--- src/rtl/nv_ram_rwsthp_param.sv ---
// 1R/1W two-stage pipelined RAM model with post-reset clear sequencer, output bypass and valid tracking.
// Build option NV_RAM_WR_FWD_EN: write-first forwarding on a same-address read/write collision.
module nv_ram_rwsthp_param #(
  parameter int DW    = 8,
  parameter int AW    = 5,
  parameter int DEPTH = 20
) (
  input  logic          clk,
  input  logic          rst,
  input  logic [AW-1:0] ra,
  input  logic          re,
  input  logic          ore,
  output logic [DW-1:0] dout,
  output logic          dout_vld,
  input  logic [AW-1:0] wa,
  input  logic          we,
  input  logic [DW-1:0] di,
  input  logic          byp_sel,
  input  logic [DW-1:0] dbyp,
  input  logic [31:0]   pwrbus_ram_pd,
  output logic          init_busy
);

  typedef enum logic {CLEAR, RUN} state_t;

  localparam logic [AW:0]   DEPTH_EXT = (AW+1)'(DEPTH);
  localparam logic [AW-1:0] LAST_IDX  = AW'(DEPTH - 1);

  state_t        state;
  logic [AW-1:0] clr_cnt;
  logic [AW-1:0] ra_d;
  logic          rd_pend;
  logic [DW-1:0] mem [DEPTH];
  logic [DW-1:0] rdata;
  logic          run;
  logic          wr_hit;
  logic          rd_in_range;
  logic          unused_pwr;

  assign unused_pwr  = ^pwrbus_ram_pd;
  assign run         = (state == RUN);
  assign wr_hit      = we && ({1'b0, wa} < DEPTH_EXT);
  assign rd_in_range = ({1'b0, ra_d} < DEPTH_EXT);

  // Clear sequencer: one entry per cycle, leaves CLEAR on the edge that zeroes the last entry.
  always_ff @(posedge clk or posedge rst) begin
    if (rst) begin
      state     <= CLEAR;
      clr_cnt   <= '0;
      init_busy <= 1'b1;
    end else if (state == CLEAR) begin
      if (clr_cnt == LAST_IDX) begin
        state     <= RUN;
        init_busy <= 1'b0;
      end else begin
        clr_cnt <= clr_cnt + 1'b1;
      end
    end
  end

  // Array has no reset so it maps onto block RAM; the sequencer owns the write port while clearing.
  always_ff @(posedge clk) begin
    if (!run) begin
      mem[clr_cnt] <= '0;
    end else if (wr_hit) begin
      mem[wa] <= di;
    end
  end

  always_comb begin
    rdata = '0;
    if (rd_in_range) begin
      rdata = mem[ra_d];
    end
`ifdef NV_RAM_WR_FWD_EN
    if (rd_in_range && we && (wa == ra_d)) begin
      rdata = di;
    end
`endif
  end

  always_ff @(posedge clk or posedge rst) begin
    if (rst) begin
      ra_d     <= '0;
      rd_pend  <= 1'b0;
      dout     <= '0;
      dout_vld <= 1'b0;
    end else if (run) begin
      if (re) begin
        ra_d    <= ra;
        rd_pend <= 1'b1;
      end else if (ore) begin
        rd_pend <= 1'b0;
      end
      if (ore) begin
        dout     <= byp_sel ? dbyp : rdata;
        dout_vld <= rd_pend | byp_sel;
      end
    end
  end

endmodule

--- config.mk ---
export PLATFORM = sky130hd
export DESIGN_NAME = nv_ram_rwsthp_param
export DESIGN_NICKNAME = d
export VERILOG_FILES = /design/src/rtl/nv_ram_rwsthp_param.sv
export SDC_FILE = /design/constraint.sdc
export NUM_CORES = 1
export LEC_CHECK = 0
export BUFFER_PORTS_ARGS = -buffer_cell sky130_fd_sc_hd__clkbuf_2
export CAP_MARGIN = 15
export CORE_AREA = 10 10 124 126
export CTS_CLUSTER_DIAMETER = 150
export CTS_CLUSTER_SIZE = 40
export DETAILED_ROUTE_END_ITERATION = 8
export DIE_AREA = 0 0 134 136
export GPL_ROUTABILITY_DRIVEN = 0
export PLACE_DENSITY = 0.8
export SLEW_MARGIN = 20
export SYNTH_ARGS = -nofsm -noshare
export SYNTH_HDL_FRONTEND = slang
export SYNTH_SLANG_ARGS = --single-unit
--- constraint.sdc ---
create_clock -name clk -period 2.6 [get_ports clk]
set_clock_uncertainty 0.1 [all_clocks]
set_input_delay 0.65 -clock clk [delete_from_list [all_inputs] [get_ports clk]]
set_output_delay 0.65 -clock clk [all_outputs]
set_load 0.02 [all_outputs]
==> Yosys cells after proc, flatten, opt, wreduce, memory -nomap -nowiden <==
Memories as Yosys holds them, arrays and structs flattened.
Cells that the tools add are included.
{ "totals": {"latchBits": 0, "n_memories": 1, "mem_bits_rw": 160, "inputBits": 64, "register_bits": 22, "romBits": 0, "word_cells": 36, "output_inout_bits": 10} }
{ "mem_list": {"columns": ["name", "words", "width", "rd", "rd_clocked_by_memory_dff", "wr", "line_no", "text"], "rows": [
  ["mem", 20, 8, 1, 0, 1, "33", "logic [DW-1:0] mem [DEPTH];"]
]} }
{ "op_classes": {"n_div": 0, "muxes": 13, "n_mul": 0, "eq_ne": 1, "bitwise": 3, "add_sub_neg": 1, "magnitude_cmp": 2, "reduce_logical": 8, "shift": 0} }
{ "ops": {"columns": ["operator", "n"], "rows": [
  ["2-to-1 mux 8 bit", 3],
  ["< comparator 5 bit (second input constant)", 2],
  ["AND reduction 2 bit", 5],
  ["2-to-1 mux 1 bit", 9],
  ["OR reduction 8 bit", 1],
  ["adder 5 x 1 -> 5 bit (second input constant)", 1],
  ["equality test 5 bit (second input constant)", 1],
  ["2-to-1 mux 5 bit", 1],
  ["NOT 1 bit", 2],
  ["nonzero test 2 bit", 1],
  ["logical AND 1 bit", 1],
  ["OR 1 bit", 1]
]} }

==> Logic depth before layout (Yosys ltp) <==
Gate-level depths: netlist of run 1.
{ "logic_depth": {"ltp_word": 7, "ltp_mapped": 7, "mapped_depth_nobuf": 4} }

==> Worst setup path before layout of run 1 <==
Ideal clock, no wire load.
{ "synth_timing": {"path_kind": "input to register", "from": "in we", "to": "mem mem[10][0] (enable)", "setup_slack_ns": 0.444, "setup_ns": 0.370, "path_buffers": 1, "required_time_ns": 2.130, "arrival_ns": 1.686, "stages": 5, "path_cell_list": "and2_1 -> clkbuf_1 -> a21oi_1 -> o21ai_0 -> nor2_1"} }
{ "synth_via": {"elab_chain_cells": 6, "word_cells_on_any_way": 7, "cone_classes": "5 x mux; 2 x reduce/logical"} }
{ "synth_rtl": {"columns": ["element", "line_no", "text"], "rows": [
  ["start: declaration", "16", "input logic we,"],
  ["logical AND 1 bit (*)", "42", "assign wr_hit = we && ({1'b0, wa} < DEPTH_EXT);"],
  ["2-to-1 mux 1 bit (*)", "65", "end else if (wr_hit) begin"],
  ["2-to-1 mux 1 bit (*)", "63", "if (!run) begin"],
  ["2-to-1 mux 1 bit (not written as such) (*)", "66", "mem[wa] <= di;"],
  ["OR reduction 8 bit (no source line)", null, null],
  ["2-to-1 mux 5 bit (no source line) / 2-to-1 mux 1 bit (equally long branches)", null, null],
  ["end: declaration", "33", null]
]} }
Mark *: on every way between the ends. The rest lies on a longest branch, timed or not.

==> Final worst setup path of run 1 <==
{ "layout_timing": {"from": "reg state (netlist: run)", "to": "mem mem[3][6] (enable)"} }
{ "layout_via": {"elab_chain_cells": 4, "word_cells_on_any_way": 6, "cone_classes": "5 x mux; 1 x reduce/logical"} }
{ "layout_rtl": {"columns": ["element", "line_no", "text"], "rows": [
  ["start: declaration", "29", "state_t state;"],
  ["start signal: assignment", "48", "state <= CLEAR;"],
  ["start signal: assignment", "53", "state <= RUN;"],
  ["2-to-1 mux 1 bit", "63", null],
  ["2-to-1 mux 1 bit (not written as such)", "66", null],
  ["OR reduction 8 bit (no source line)", null, null],
  ["2-to-1 mux 5 bit (no source line) / 2-to-1 mux 1 bit (equally long branches)", null, null]
]} }
Several ways; a longest one is shown, not always the timed one.

==> results of run 1 <==
-- through the flow --
step,total power [mW],worst slack [ns]
finish,6.26,0.160
global route,6.47,0.0889
CTS,6.31,0.246
detailed placement,3.81,-0.167
global placement,3.79,-0.0411
floorplan,3.63,0.444
-- critical path: stages (launching register included) --
cell and delay, ns:
sky130_fd_sc_hd__dfrtp_1 0.39, sky130_fd_sc_hd__and3b_1 0.19, sky130_fd_sc_hd__o2bb2ai_1 0.29, sky130_fd_sc_hd__o21ai_0 0.30, sky130_fd_sc_hd__nor2_1 0.80
-- flip-flops by register name (all words and copies together), names as in the netlist --
register,count
mem,160
dout,8
clr_cnt,5
ra_d,5
dout_vld,1
init_busy,1
rd_pend,1
run,1
-- worst max-delay path by stage --
| stage | endpoint | cells after the start | slack, ns | from |
|---|---|---|---|---|
| 6_report | mem[3][6] | 4 | 0.16 | run |
| 5_1_grt | mem[3][1] | 4 | 0.09 | run |
| 4_1_cts | mem[3][6] | 4 | 0.25 | run |
| 3_5_place_dp | mem[3][0] | 5 | -0.17 | wa[4] |
| 3_3_place_gp | mem[3][0] | 5 | -0.04 | wa[4] |
| 2_1_floorplan | mem[10][0] | 5 | 0.44 | we |
-- report_power, final --
part | internal [mW] | switching, mW
clock network | 1.50 | 1.01
logic | 0.199 | 0.290
registers | 3.22 | 0.0444
total | 4.91 | 1.35
-- cells in the final DEF, fill, tap and decap left out, types with 9 or more instances in the layout --
cell type and instances:
sky130_fd_sc_hd__nor2_1 38, sky130_fd_sc_hd__clkbuf_2 41, sky130_fd_sc_hd__mux2i_1 48, sky130_fd_sc_hd__clkbuf_16 17, sky130_fd_sc_hd__mux2_2 14, sky130_fd_sc_hd__edfxtp_1 160
sky130_fd_sc_hd__dfrtp_1 19, sky130_fd_sc_hd__buf_4 35, sky130_fd_sc_hd__nor3_1 10, sky130_fd_sc_hd__a211oi_1 9, sky130_fd_sc_hd__a21oi_1 12, sky130_fd_sc_hd__nand2_1 33
-- per-layer routing --
layer / up-vias / track usage / routed length [µm]
li1: 1936 / - / -
met1: 2194 / 0.235 / 6570
met2: 179 / 0.307 / 8200
met3: 40 / 0.0494 / 1300
met4: 0 / 0.0889 / 458
met5: - / 0 / 0
-- layout make-up --
cell class                 instances  area [µm²]  share of cell area
tap                              176         220              0.0255
clock inverter                    11         134              0.0155
timing repair buffer              77         488              0.0565
inverter                           4        15.0             0.00174
multi-input combinational        251        1980               0.229
sequential                       182        5360               0.621
clock buffer                      21         440              0.0510
-- cells by family after synthesis --
family	count (synthesis)	share of synthesized area
xor gates and xnor gates	4	0.00468
DFF	182	0.715
muxes	78	0.137
buffers and inverters	28	0.0214
adders and majority gates	1	0.00167
AOI/OAI and AO/OA	59	0.0519
and+or+nand+nor	109	0.0681
==> impl_metrics.toml, run 1 <==
[run_status]
status = "completed"

[synthesis]
yosys-top-cells-count = "sky130_fd_sc_hd__edfxtp_1 (160), sky130_fd_sc_hd__mux2i_1 (48), sky130_fd_sc_hd__nor2_1 (38)"
yosysTopAreaCellShare = 0.641
synth_flop_type = "sky130_fd_sc_hd__edfxtp_1"
synth-warning-count = 0
synth_area_leaders = "sky130_fd_sc_hd__edfxtp_1 (64%), sky130_fd_sc_hd__dfrtp_1 (7.0%), sky130_fd_sc_hd__mux2i_1 (6.4%)"
post_synth_instance_area_um2 = 7490
synth.largest_area_cell = "sky130_fd_sc_hd__edfxtp_1"
ys_ff_latch = 182
yosysSeqAreaShare = 0.715
synthDistinctLibCells = 44
synth_fp_nets = 526
synthesis.instances = 461
synth_async_sr_flop_share = 0.121
post_synth.cell_area_avg_um2 = 16.3
edff_count_synth = 160
synth_most_common_cell = "sky130_fd_sc_hd__edfxtp_1"

[layout]
num-nets-final = 598
final_layout_size_suffix_gt1_frac = 0.234
antennaDiodeCount = 0
finalNonFillerCells = 722
num-fill-cells = 878
area_growth_syn_to_fin_pct = 15.2
postLayoutCellArea_um2 = 8630
final_core_util = 0.665

[clocking]
clock_slew_seen_by_the_registers_of_the_worst_setup_and_hold_paths_ns = 0.06
cts-root-to-sink-buffers = 2
root_buffer = "sky130_fd_sc_hd__clkbuf_16"
ctsHtreeMaxLevel = 4
postCtsSetupBuffers = 0
cts_tree = "done"
cts_sinks = 182
cts_made_buffers = 17
clock_insertion_delay_worst_skew_ns = 0.43
number_of_cells_upsized_or_downsized_after_cts = 0
holdBufCountCts = 0

[timing]
setup_violations = 0
grt_setup_unrepaired = "no"
setup-tns-final_ns = 0
fin_worst_hold_slack_ns = 0.145
final_max_slew_viol_count = 0
max_freq_ghz = 0.410
final_hold_viol_count = 0
final_min_period_over_clock_period = 0.938
worst_slew_pin_slew_ns = 0.956
slew_headroom = 0.360
finalCriticalPeriod_ns = 2.44

[critical_path]
crit_path_end_kind = "flip-flop"
crit_required_ns = 2.55
timing.rr.start = "run"
timing.critical_path.arrival_ns = 2.39
rr_endpoint = "mem[3][6]"
critical_path_peak_fanout = 8
setup.worst_path.start_class = "flip-flop"
r2r_cells = 4
setup_slack_of_the_worst_register_to_register_path_ns = 0.16
critical_path_class = "reg2reg"

[placed_design]
post-dp-hpwl_um = 11100
place_area_um2 = 8060
dp.cells = 690
port_buf_inserts = 41

[power_and_ir_drop]
power_density_nw_per_um2 = 725
static-leakage-power_nw = 3.44
worst_ir_drop_vdd_uv = 574

[run]
maxCapViolations = 0

[drt]
routed_wire_length_per_instance_um = 22.9
drt_iter0_markers = 447
wl_um = 16500
vias_per_cell = 6.02
antenna_violating_nets_post_route = 0
vias = 4349
firstDrtPassIters = 5
drt_drc_violations_left = 0

[floorplanning]
die_x_um = 134
fp.dieArea_um2 = 18200
std_cell_rows = 42
die_h_um = 136
coreArea_um2 = 13000
design.portCount = 74
floorplan.initialDensity = 0.577

[global_route]
grt_start_max_net_pins = 23
antenna_violations_before_repair = 0
grt_use_total = 0.190
grt_first_pass_wirelength_um = 25400
first_global_vias = 4438
grt_overflow = 0

[min_path]
worst_hold_path_type = "in2async"
Note: power is estimated with default switching activity, not from simulation.
==> run 2: changes to the inputs <==
--- a/config.mk
+++ b/config.mk
@@ -6,14 +6,15 @@
 export NUM_CORES = 1
 export LEC_CHECK = 0
 export BUFFER_PORTS_ARGS = -buffer_cell sky130_fd_sc_hd__clkbuf_2
-export CAP_MARGIN = 15
-export CORE_AREA = 10 10 124 126
+export CELL_PAD_IN_SITES_DETAIL_PLACEMENT = 1
+export CELL_PAD_IN_SITES_GLOBAL_PLACEMENT = 1
+export CORE_AREA = 10 10 134 136
 export CTS_CLUSTER_DIAMETER = 150
 export CTS_CLUSTER_SIZE = 40
 export DETAILED_ROUTE_END_ITERATION = 8
-export DIE_AREA = 0 0 134 136
+export DIE_AREA = 0 0 144 146
 export GPL_ROUTABILITY_DRIVEN = 0
-export PLACE_DENSITY = 0.8
+export PLACE_DENSITY = 0.79
 export SLEW_MARGIN = 20
 export SYNTH_ARGS = -nofsm -noshare
 export SYNTH_HDL_FRONTEND = slang
==> run 2 against run 1 <==
Against the previous run: sequential power about the same; count of clock-buffer cells in the layout down 3; sequential cell count unchanged; clock power up 5%; worst hold slack better by 0.063 ns; via count down 0.28%; setup slack better by 0.054 ns; power up 2.1%; global-route usage down 0.21 points; largest cell class unchanged; final area up 0.88%.
==> impl_metrics.toml, run 2 (synthesized netlist as in run 1, its figures left out) <==
[clocking]
cts-root-to-sink-buffers = 2
number_of_cells_upsized_or_downsized_after_cts = 0
root_buffer = "sky130_fd_sc_hd__clkbuf_16"
cts_sinks = 182
postCtsSetupBuffers = 0
cts_tree = "done"
cts_made_buffers = 17
ctsHtreeMaxLevel = 4
holdBufCountCts = 0
clock_insertion_delay_worst_skew_ns = 0.42
clock_slew_seen_by_the_registers_of_the_worst_setup_and_hold_paths_ns = 0.07

[power_and_ir_drop]
comb_power_share = 0.077
net_switching_power_of_the_design_mw = 1.46
internal_power_mw = 4.93
static-leakage-power_nw = 3.46
seq_power_share = 0.511
clockPowerShare = 0.412
power_density_nw_per_um2 = 734
switching_share_of_total_power = 0.228
worst_ir_drop_vdd_uv = 490

[layout]
mostFrequentLayoutCells = "sky130_fd_sc_hd__edfxtp_1 (160), sky130_fd_sc_hd__mux2i_1 (48), sky130_fd_sc_hd__clkbuf_2 (41)"
largest_register_ffs = 160
area_growth_syn_to_fin_pct = 16.2
final_layout_size_suffix_gt1_frac = 0.246
num-nets-final = 601
num-fill-cells = 1434
antennaDiodeCount = 0
top_register = "mem"
largest_registers = "mem (160), dout (8)"
leading_cell_type_in_the_layout_fill_and_taps_excluded = "sky130_fd_sc_hd__edfxtp_1"
finalNonFillerCells = 741

[timing]
final_min_period_over_clock_period = 0.918
worst_slew_pin_slew_ns = 0.751
finalCriticalPeriod_ns = 2.39
final_max_slew_viol_count = 0
slew_headroom = 0.500
setup-tns-final_ns = 0
setup_violations = 0
final_hold_viol_count = 0
setup_ws_ns = 0.214
max_freq_ghz = 0.419
grt_setup_unrepaired = "no"

[critical_path]
crit_path_end_kind = "flip-flop"
slowest_stage = "sky130_fd_sc_hd__dfrtp_2"
cp_cell_sequence = "buf_4, buf_4, mux2i_1, o211ai_1, nor3_1, a211oi_1"
critical_path_peak_fanout = 16
crit_required_ns = 2.79
critical_path_class = "reg2reg"
critical-path-top-cell-by-count = "sky130_fd_sc_hd__buf_4"
timing.critical_path.slowest_cell_delay_ns = 0.71
setup.worst_path.start_class = "flip-flop"
timing.critical_path.arrival_ns = 2.58

[global_route]
grt_first_pass_wirelength_um = 29000
grt_use_total = 0.187
antenna_violations_before_repair = 0
grt_start_max_net_pins = 21
first_global_vias = 4844
grt_overflow = 0

[drt]
vias_per_cell = 5.85
firstDrtPassIters = 5
routed_wire_length_per_instance_um = 25.3
drt_drc_violations_left = 0
drt_iter0_markers = 297
vias = 4337
wl_um = 18800
antenna_violating_nets_post_route = 0

[placed_design]
post-dp-hpwl_um = 12500
pre_cts_slack_ns = 0.0626
port_buf_inserts = 41
dp.cells = 709

[min_path]
worst_hold_path_type = "in2async"

[floorplanning]
floorplan.initialDensity = 0.484
coreArea_um2 = 15500
design.portCount = 74
die_x_um = 144
std_cell_rows = 46
die_h_um = 146
fp.dieArea_um2 = 21000

[run_status]
status = "completed"

[run]
maxCapViolations = 0
-- run 2: changes by cell type in the layout (fill, tap and decap cells not counted) --
cell,previous run,this run
sky130_fd_sc_hd__clkinv_2,4,0
sky130_fd_sc_hd__clkbuf_1,4,1
sky130_fd_sc_hd__clkinvlp_4,1,4
sky130_fd_sc_hd__inv_6,0,1
sky130_fd_sc_hd__inv_8,0,1
sky130_fd_sc_hd__clkinv_4,1,4
sky130_fd_sc_hd__buf_4,35,38
sky130_fd_sc_hd__clkinv_1,2,1
-- run 2: routing by layer --
metal,up-vias,track usage,wire [µm]
li1,1939,-,-
met4,0,0.0644,367
met2,113,0.324,9850
met5,-,0,0
met3,23,0.0418,1130
met1,2262,0.224,7410
-- run 2: worst max-delay path: cells and delay by family (launching register included) --
kind | cells | cell delay (ns)
flops | 1 | 0.71
buf+inv | 2 | 0.60
simple gates | 1 | 0.34
compound gates | 2 | 0.25
mux | 1 | 0.23
-- run 2: worst paths after layout --
kind / from / end / slack (ns) / depth (start not counted)
setup reg to reg: ra_d[1] / dout[7] / 0.21 / 6
max in group asynchronous: rst / dout[6] / 1.58 / 3
setup / recovery: ra_d[1] / dout[7] / 0.21 / 6
hold / removal: rst / dout_vld / 0.21 / 2
hold reg to reg: init_busy / init_busy / 0.39 / 1
min in group clk: ra[4] / ra_d[4] / 0.35 / 2
-- run 2: cell type report --
type	instances	area (µm²)	share of cell area
clock buffers	18	429	0.0493
repair buffers	80	510	0.0586
inverters	4	15.0	0.00172
flip-flops and latches	182	5360	0.615
well taps	192	240	0.0276
multi-input cells	251	1980	0.227
clock inverters	14	179	0.0205
-- run 2: stage by stage --
step	total power [mW]	hold WS [ns]	instance area, µm²	util
floorplan	3.63	0.341	7490	-
global placement	3.79	0.355	8100	0.523
detailed placement	3.82	0.375	8100	0.523
CTS	6.42	0.220	8710	0.562
global route	6.59	0.246	8710	0.562
finish	6.39	0.208	8710	0.562
-- run 2: power by group through the flow --
stage	Clock, mW	Combinational (mW)	Sequential, mW
2_1_floorplan	0	0.316	3.32
3_3_place_gp	0	0.470	3.32
3_5_place_dp	0	0.493	3.33
4_1_cts	2.66	0.497	3.27
5_1_grt	2.79	0.534	3.27
6_report	2.63	0.492	3.26
